`src/rtl/header_tuple_extractor_if.sv`:
```
// Bundles the 256-bit header stream and the 72-bit lookup-key handshake of the tuple extractor.
// slave is the extractor's side; master is the packet source / match-engine side.
interface header_tuple_extractor_if #(
  parameter int DATA_WIDTH = 256
);
  logic [DATA_WIDTH-1:0]   s_axis_tdata;
  logic [DATA_WIDTH/8-1:0] s_axis_tkeep;
  logic                    s_axis_tvalid;
  logic                    s_axis_tready;
  logic                    s_axis_tlast;
  logic [71:0]             m_key;
  logic                    m_key_valid;
  logic                    m_key_ready;

  modport slave (
    input  s_axis_tdata, s_axis_tkeep, s_axis_tvalid, s_axis_tlast,
    output s_axis_tready,
    output m_key, m_key_valid,
    input  m_key_ready
  );

  modport master (
    output s_axis_tdata, s_axis_tkeep, s_axis_tvalid, s_axis_tlast,
    input  s_axis_tready,
    input  m_key, m_key_valid,
    output m_key_ready
  );
endinterface

```
`src/rtl/header_tuple_extractor.sv`:
```
// Extracts {protocol, src_ip, dst_ip} from the first two beats of IPv4/Ethernet frames and keeps stats.
// Key valid 1 cycle after beat 1 is accepted; tready drops only in HDR1 while an unaccepted key is held.
module header_tuple_extractor #(
  parameter int C_S_AXIS_DATA_WIDTH = 256,
  parameter int C_CNT_WIDTH         = 32
) (
  input  logic                   axi_aclk,
  input  logic                   axi_resetn,
  header_tuple_extractor_if.slave bus,
  output logic [C_CNT_WIDTH-1:0] pkt_cnt,
  output logic [C_CNT_WIDTH-1:0] non_ip_cnt,
  output logic [C_CNT_WIDTH-1:0] runt_cnt
);
  typedef struct packed {
    logic [7:0]  protocol;
    logic [31:0] src_ip;
    logic [31:0] dst_ip;
  } key_t;

  localparam logic [1:0] IDLE  = 2'd0;
  localparam logic [1:0] HDR1  = 2'd1;
  localparam logic [1:0] DRAIN = 2'd2;

  localparam logic [C_CNT_WIDTH-1:0] CNT_ONE = {{(C_CNT_WIDTH-1){1'b0}}, 1'b1};

  function automatic logic [7:0] byte_at(input logic [C_S_AXIS_DATA_WIDTH-1:0] d, input int i);
    return d[C_S_AXIS_DATA_WIDTH-1-8*i -: 8];
  endfunction

  function automatic logic [C_CNT_WIDTH-1:0] sat_inc(input logic [C_CNT_WIDTH-1:0] c, input logic inc);
    return (inc && (c != '1)) ? c + CNT_ONE : c;
  endfunction

  logic [1:0]                     state;
  logic [7:0]                     proto_q;
  logic [31:0]                    src_q;
  logic [15:0]                    dst_hi_q;
  key_t                           key_q;
  logic                           key_vld;

  logic [C_S_AXIS_DATA_WIDTH-1:0] tdata;
  logic                           tlast;
  logic                           beat;
  logic                           key_take;
  logic                           is_ipv4;
  logic                           hdr_ok;
  logic                           key_load;
  logic                           non_ip_inc;
  logic                           runt_inc;
  logic                           unused_keep;

  assign tdata       = bus.s_axis_tdata;
  assign tlast       = bus.s_axis_tlast;
  assign unused_keep = ^bus.s_axis_tkeep[29:0];

  // Stall beat 1 only while the previous key is still waiting; a key taken this cycle frees the slot.
  assign bus.s_axis_tready = axi_resetn && !((state == HDR1) && key_vld && !bus.m_key_ready);

  assign beat     = bus.s_axis_tvalid && bus.s_axis_tready;
  assign key_take = key_vld && bus.m_key_ready;
  assign is_ipv4  = ({byte_at(tdata, 12), byte_at(tdata, 13)} == 16'h0800) &&
                    (byte_at(tdata, 14) >> 4 == 8'h04);
  assign hdr_ok   = bus.s_axis_tkeep[31] && bus.s_axis_tkeep[30];
  assign key_load = beat && (state == HDR1) && hdr_ok;

  assign non_ip_inc = beat && (state == IDLE) && !is_ipv4;
  assign runt_inc   = beat && (((state == IDLE) && is_ipv4 && tlast) ||
                               ((state == HDR1) && !hdr_ok));

  assign bus.m_key       = key_q;
  assign bus.m_key_valid = key_vld;

  always_ff @(posedge axi_aclk) begin
    if (!axi_resetn) begin
      state      <= IDLE;
      proto_q    <= '0;
      src_q      <= '0;
      dst_hi_q   <= '0;
      key_q      <= '0;
      key_vld    <= 1'b0;
      pkt_cnt    <= '0;
      non_ip_cnt <= '0;
      runt_cnt   <= '0;
    end else begin
      if (beat) begin
        case (state)
          IDLE: begin
            if (is_ipv4 && !tlast) begin
              state    <= HDR1;
              proto_q  <= byte_at(tdata, 23);
              src_q    <= {byte_at(tdata, 26), byte_at(tdata, 27), byte_at(tdata, 28), byte_at(tdata, 29)};
              dst_hi_q <= {byte_at(tdata, 30), byte_at(tdata, 31)};
            end else if (!tlast) begin
              state <= DRAIN;
            end
          end
          HDR1:    state <= tlast ? IDLE : DRAIN;
          DRAIN:   if (tlast) state <= IDLE;
          default: state <= IDLE;
        endcase
      end

      // A new key may overwrite the one being handed off in the same cycle.
      if (key_load) begin
        key_q.protocol <= proto_q;
        key_q.src_ip   <= src_q;
        key_q.dst_ip   <= {dst_hi_q, byte_at(tdata, 0), byte_at(tdata, 1)};
        key_vld        <= 1'b1;
      end else if (key_take) begin
        key_vld <= 1'b0;
      end

      pkt_cnt    <= sat_inc(pkt_cnt, key_load);
      non_ip_cnt <= sat_inc(non_ip_cnt, non_ip_inc);
      runt_cnt   <= sat_inc(runt_cnt, runt_inc);
    end
  end
endmodule

```
`src/flat_wrapper.sv`:
```
// flat-port wrapper written by rule: the top's interface ports become plain ports
module header_tuple_extractor_flat 
#(
  parameter int C_S_AXIS_DATA_WIDTH = 256,
  parameter int C_CNT_WIDTH         = 32
)
  (axi_aclk, axi_resetn, pkt_cnt, non_ip_cnt, runt_cnt, bus_s_axis_tdata, bus_s_axis_tkeep, bus_s_axis_tvalid, bus_s_axis_tlast, bus_s_axis_tready, bus_m_key, bus_m_key_valid, bus_m_key_ready);
  header_tuple_extractor_if #(.DATA_WIDTH(256)) bus_i ();
  input  logic axi_aclk;
  input  logic axi_resetn;
  output logic [C_CNT_WIDTH-1:0] pkt_cnt;
  output logic [C_CNT_WIDTH-1:0] non_ip_cnt;
  output logic [C_CNT_WIDTH-1:0] runt_cnt;
  input wire logic [$bits(bus_i.s_axis_tdata)-1:0] bus_s_axis_tdata;
  input wire logic [$bits(bus_i.s_axis_tkeep)-1:0] bus_s_axis_tkeep;
  input wire logic [$bits(bus_i.s_axis_tvalid)-1:0] bus_s_axis_tvalid;
  input wire logic [$bits(bus_i.s_axis_tlast)-1:0] bus_s_axis_tlast;
  output wire logic [$bits(bus_i.s_axis_tready)-1:0] bus_s_axis_tready;
  output wire logic [$bits(bus_i.m_key)-1:0] bus_m_key;
  output wire logic [$bits(bus_i.m_key_valid)-1:0] bus_m_key_valid;
  input wire logic [$bits(bus_i.m_key_ready)-1:0] bus_m_key_ready;
  assign bus_i.s_axis_tdata = bus_s_axis_tdata;
  assign bus_i.s_axis_tkeep = bus_s_axis_tkeep;
  assign bus_i.s_axis_tvalid = bus_s_axis_tvalid;
  assign bus_i.s_axis_tlast = bus_s_axis_tlast;
  assign bus_s_axis_tready = bus_i.s_axis_tready;
  assign bus_m_key = bus_i.m_key;
  assign bus_m_key_valid = bus_i.m_key_valid;
  assign bus_i.m_key_ready = bus_m_key_ready;
  header_tuple_extractor #(.C_S_AXIS_DATA_WIDTH(C_S_AXIS_DATA_WIDTH), .C_CNT_WIDTH(C_CNT_WIDTH)) u_core (.axi_aclk(axi_aclk), .axi_resetn(axi_resetn), .bus(bus_i), .pkt_cnt(pkt_cnt), .non_ip_cnt(non_ip_cnt), .runt_cnt(runt_cnt));
endmodule
```
`config.mk`:
```
export PLATFORM = sky130hd
export DESIGN_NAME = header_tuple_extractor_flat
export DESIGN_NICKNAME = d
export VERILOG_FILES = /design/src/rtl/header_tuple_extractor_if.sv /design/src/rtl/header_tuple_extractor.sv /design/src/flat_wrapper.sv
export SDC_FILE = /design/constraint.sdc
export NUM_CORES = 1
export LEC_CHECK = 0
export BUFFER_PORTS_ARGS = -buffer_cell sky130_fd_sc_hd__buf_2
export CORE_AREA = 4 4 178 180
export DETAILED_ROUTE_END_ITERATION = 10
export DIE_AREA = 0 0 182 184
export GPL_ROUTABILITY_DRIVEN = 0
export SLEW_MARGIN = 25
export SYNTH_ARGS = -nofsm -noshare
export SYNTH_HDL_FRONTEND = slang
export SYNTH_SLANG_ARGS = --single-unit
```
`constraint.sdc`:
```
create_clock -name axi_aclk -period 4.5 [get_ports axi_aclk]
set_input_delay 0.675 -clock axi_aclk [delete_from_list [all_inputs] [get_ports axi_aclk]]
set_output_delay 0.675 -clock axi_aclk [all_outputs]
set_load 0.01 [all_outputs]
```
Word-level counts from Yosys, hierarchy flattened
Cells that the tools add are included.

Register bits: 227. Bits of input ports: 293. Logic and storage cells: 59.

Add/sub/neg operators: 3. Equal/unequal tests: 9. Multiplexer cells: 7. Reductions and logical operators: 29.

Operators with widths (count): 32-bit by 1-bit adder with 32-bit output (second input constant) (3); 32-bit inequality test (second input constant) (3); 1-bit logical AND (19); 16-bit by 12-bit == test with 1-bit output (second input constant) (1); 2-bit 2-to-1 mux (4); 2-bit case mux with 3 select lines (1); 3-bit AND reduction (2); 1-bit zero test (5); 4-bit by 3-bit == test with 1-bit output (second input constant) (1); 3-bit inequality test (second input constant) (1); 2-bit by 1-bit == test with 1-bit output (second input constant) (1); 2-bit == test (second input constant) (1); 2-bit zero test (1); 1-bit 2-to-1 mux (2); 2-bit inequality test (second input constant) (1); 2-bit nonzero test (1); 1-bit logical OR (1).

Logic depth before layout (Yosys ltp)
Word-level depth: 9. Gate-level depth with buffers: 9.

Worst setup path after synthesis
OpenSTA, ideal clock, no wires.

Path type: input to register. Start point: input bus_s_axis_tdata[152]. End point: register u_core.dst_hi_q[0]. Data arrival time: 2147 ps. Required time: 4368 ps. Setup slack: 2221 ps. Stages: 8. Cell sequence: nor4b_1 nand3_1 or2_1 or3_1 buf_6 buf_6 nand2_1 a21oi_1.

Longest elaborated chain between the ends: 4.

RTL lines: start, declared (line flat_wrapper.sv:14) `input wire logic [$bits(bus_i.s_axis_tdata)-1:0] bus_s_axis_tdata;`; 16-bit by 12-bit == test with 1-bit output (line header_tuple_extractor.sv:61) `assign is_ipv4 = ({byte_at(tdata, 12), byte_at(tdata, 13)} == 16'h0800) &&`; 1-bit logical AND (line header_tuple_extractor.sv:61); 1-bit logical AND (line header_tuple_extractor.sv:88) `if (is_ipv4 && !tlast) begin`; 3-bit AND reduction (no line); end signal, assigned (line header_tuple_extractor.sv:92) `dst_hi_q <= {byte_at(tdata, 30), byte_at(tdata, 31)};`; end, declared (line header_tuple_extractor.sv:37) `logic [15:0] dst_hi_q;`.

Every way passes these cells. A chain may end at the register's enable or synchronous reset.

Worst setup path in the final report
Start point: register u_core.runt_cnt[0]. End point: register u_core.runt_cnt[22].

Longest elaborated chain between the ends: 2. Elaborated cells on any way between the ends: 3. Those cells by class: add/sub (1); eq/ne (1); reduce/logical (1).

RTL lines: start, declared (line header_tuple_extractor.sv:12) `output logic [C_CNT_WIDTH-1:0] runt_cnt`; start signal, assigned (line header_tuple_extractor.sv:115) `runt_cnt <= sat_inc(runt_cnt, runt_inc);`; branches (longest 2 deep; another with 32-bit by 1-bit adder with 32-bit output).

Several ways; the timed one is not identified.

==> results.json <==
{
  "insertion_delay_ns": 0.54,
  "port_buffers": 268,
  "syn_to_final_growth_pct": 26.0,
  "cts.sinks": 227,
  "drt_iter0_markers": 538,
  "p_comb_frac": 0.024,
  "drt-pass1-iter-count": 5,
  "cts_max_level": 1,
  "fp.dieW_um": 182,
  "vias": 8696,
  "nets": 1685,
  "clockBufferDepth": 3,
  "avgSynthCellArea_um2": 8.19,
  "seqPwrFrac": 0.489,
  "hold_viol_final": 0,
  "cts_tree": "yes",
  "cts_setup_buffers": 0,
  "die_height_um": 184,
  "regArea_mm2": 0.00454,
  "synth_area_mm2": 0.00939,
  "worstPathArrival_ns": 3.09,
  "grt_pass1_vias": 8095,
  "io_pins": 463,
  "fin_tns_setup_ns": 0,
  "maxCapViolations": 0,
  "finalPower_mw": 4.12,
  "yosys.area.top_type": "dfxtp_1",
  "hold_buffers": 0,
  "path_clk_slew_ns": 0.06,
  "yosys_warnings": 0,
  "rsz0062_at_grt": "false",
  "detailed_place_hpwl_um": 18500,
  "coreArea_mm2": 0.0302,
  "criticalPathCategory": "flop to flop",
  "grt_pass1_wl_um": 43100,
  "ir_drop_v": 0.000243,
  "p_int_mw": 3.24,
  "leakagePower_nw": 4.65,
  "drive_above_1_share": 0.243,
  "finalMaxSlewViolations": 0,
  "dieArea_mm2": 0.0335,
  "yosysTopAreaCellShare": 0.484,
  "setup_viol": 0,
  "num-fill-cells": 3138,
  "status": "finished, final reports clean",
  "crit_chain": "ha_1, and2_1, and4bb_2, nand3_1, nand4b_2, or4_1, a21oi_1",
  "wire_per_inst_um": 15.1,
  "critPathMaxFanout": 18,
  "drcViolationCount": 0,
  "slowest_delay_ns": 0.54,
  "synth_edf_count": 0,
  "powerDensity_mw_per_mm2": 349,
  "start_util": 0.311,
  "grt_start_max_net_pins": 203,
  "power_frac_clock": 0.487,
  "row_count": 64,
  "finClkSkew_ns": 0.0206,
  "ys_top_cells_by_area": "dfxtp_1, nand2_1, a21oi_1",
  "synthCells": 1146,
  "cts-resized-gates": 0,
  "drt-total-wl_um": 27300,
  "ys_ff_latch": 227,
  "post_drt_via_cell_ratio": 4.83,
  "root_buffer": "clkbuf_16",
  "antenna_found_initial": 3,
  "track_usage": 0.154,
  "synth_cell_type_count": 56,
  "hp-class": "input port to flop",
  "syn-num-nets": 1442,
  "slew_headroom": 0.294,
  "ys_seq_area_frac": 0.484,
  "synth_top_flop_cell": "dfxtp_1",
  "p_sw_frac": 0.214,
  "ant_nets": 0,
  "critPathSlowestCell": "nand3_1",
  "start_kind": "flop",
  "end_kind": "flop",
  "p_sw_uw": 882,
  "finalCritPeriodShare": 0.589,
  "gr-total-overflow": 0,
  "multiInputGateArea_mm2": 0.00449,
  "numCtsBuffers": 26,
  "async_flop_share": 0,
  "crit_required_ns": 4.94,
  "fmax_mhz": 377,
  "num_antenna_cells": 0,
  "period_needed_ns": 2.65,
  "tightest_slew_ns": 1.06
}
[power by group through the flow]
stage / logic (mW) / registers, mW / clock network, mW
floorplan: 0.0404 / 2.06 / 0
global placement: 0.0988 / 2.06 / 0
detailed placement: 0.0996 / 2.06 / 0
CTS: 0.0997 / 2.01 / 2.08
global route: 0.109 / 2.01 / 2.16
finish: 0.0985 / 2.01 / 2.01
[cell type report]
type | instances | area share
Sequential cell | 227 | 0.384
Multi-Input combinational cell | 843 | 0.379
Timing Repair Buffer | 279 | 0.121
Clock buffer | 41 | 0.0665
Tap cell | 396 | 0.0419
Inverter | 12 | 0.00423
Clock inverter | 3 | 0.00222
[critical path: cells and delay by family, from the launching register on]
family	cells	cell delay (ns)
AO/OA/AOI/OAI	1	0.14
AND/OR/NAND/NOR	5	1.82
flip-flops	1	0.37
adder cells (fa/ha/maj)	1	0.23
[layer usage]
layer,vias to the layer above,part of all wire,GRT usage
li1,4369,-,-
met4,6,0.022,0.0405
met1,4022,0.46,0.210
met2,252,0.44,0.240
met5,-,0.0012,0
met3,47,0.084,0.0457
[final timing paths]
| kind | start | end | depth (start not counted) | slack (ns) |
|---|---|---|---|---|
| setup reg to reg | u_core.runt_cnt[0] | u_core.runt_cnt[22] | 7 | 1.85 |
| setup / recovery | u_core.runt_cnt[0] | u_core.runt_cnt[22] | 7 | 1.85 |
| hold / removal | bus_s_axis_tdata[39] | u_core.src_q[23] | 3 | 0.37 |
| hold reg to reg | u_core.proto_q[5] | u_core.bus.m_key[69] | 2 | 0.44 |
[kinds of logic after synthesis]
group,count (synthesis),synth area share
compound gates,180,0.103
xor+xnor,61,0.0569
fa+ha+maj,3,0.00400
buf+inv,76,0.0388
flops,227,0.484
mux,15,0.0160
simple gates,584,0.297
[state kept, by name (all words and copies together), names as in the netlist]
name	flops
u_core.bus.m_key	72
u_core.bus.m_key_valid	1
u_core.dst_hi_q	16
u_core.non_ip_cnt	32
u_core.pkt_cnt	32
u_core.proto_q	8
u_core.runt_cnt	32
u_core.src_q	32
u_core.state	2
[cell usage after synthesis (17+ instances only)]
cell,number
a21oi_1,147
and3_1,18
buf_2,18
clkbuf_1,35
dfxtp_1,227
nand2_1,310
nand3_1,42
nand4_1,30
nor2_1,70
nor3_1,21
nor4_1,17
o21ai_0,19
or3_1,17
xnor2_1,46
[stage by stage]
step	utilization	area (µm²)	std cells	hold slack (ns)	setup slack, ns
2_1_floorplan	-	9390	1146	0.432	2.22
3_3_place_gp	0.365	11000	1757	0.436	1.38
3_5_place_dp	0.365	11000	1757	0.442	1.41
6_report	0.392	11800	1801	0.368	1.85
4_1_cts	0.392	11800	1801	0.337	1.89
5_1_grt	0.392	11800	1801	0.345	1.73
[cell usage in the layout, fill, tap and decap left out, types with 19 or more instances in the layout]
| cell type | synthesis | layout |
|---|---|---|
| nand2_1 | 310 | 310 |
| nor3_1 | 21 | 20 |
| o21ai_0 | 19 | 19 |
| nand4_1 | 30 | 30 |
| dfxtp_1 | 227 | 227 |
| xnor2_1 | 46 | 46 |
| a21oi_1 | 147 | 147 |
| nand3_1 | 42 | 42 |
| nor2_1 | 70 | 70 |
| clkbuf_16 | 0 | 26 |
| buf_2 | 18 | 268 |
(Power assumes the default switching activity.)
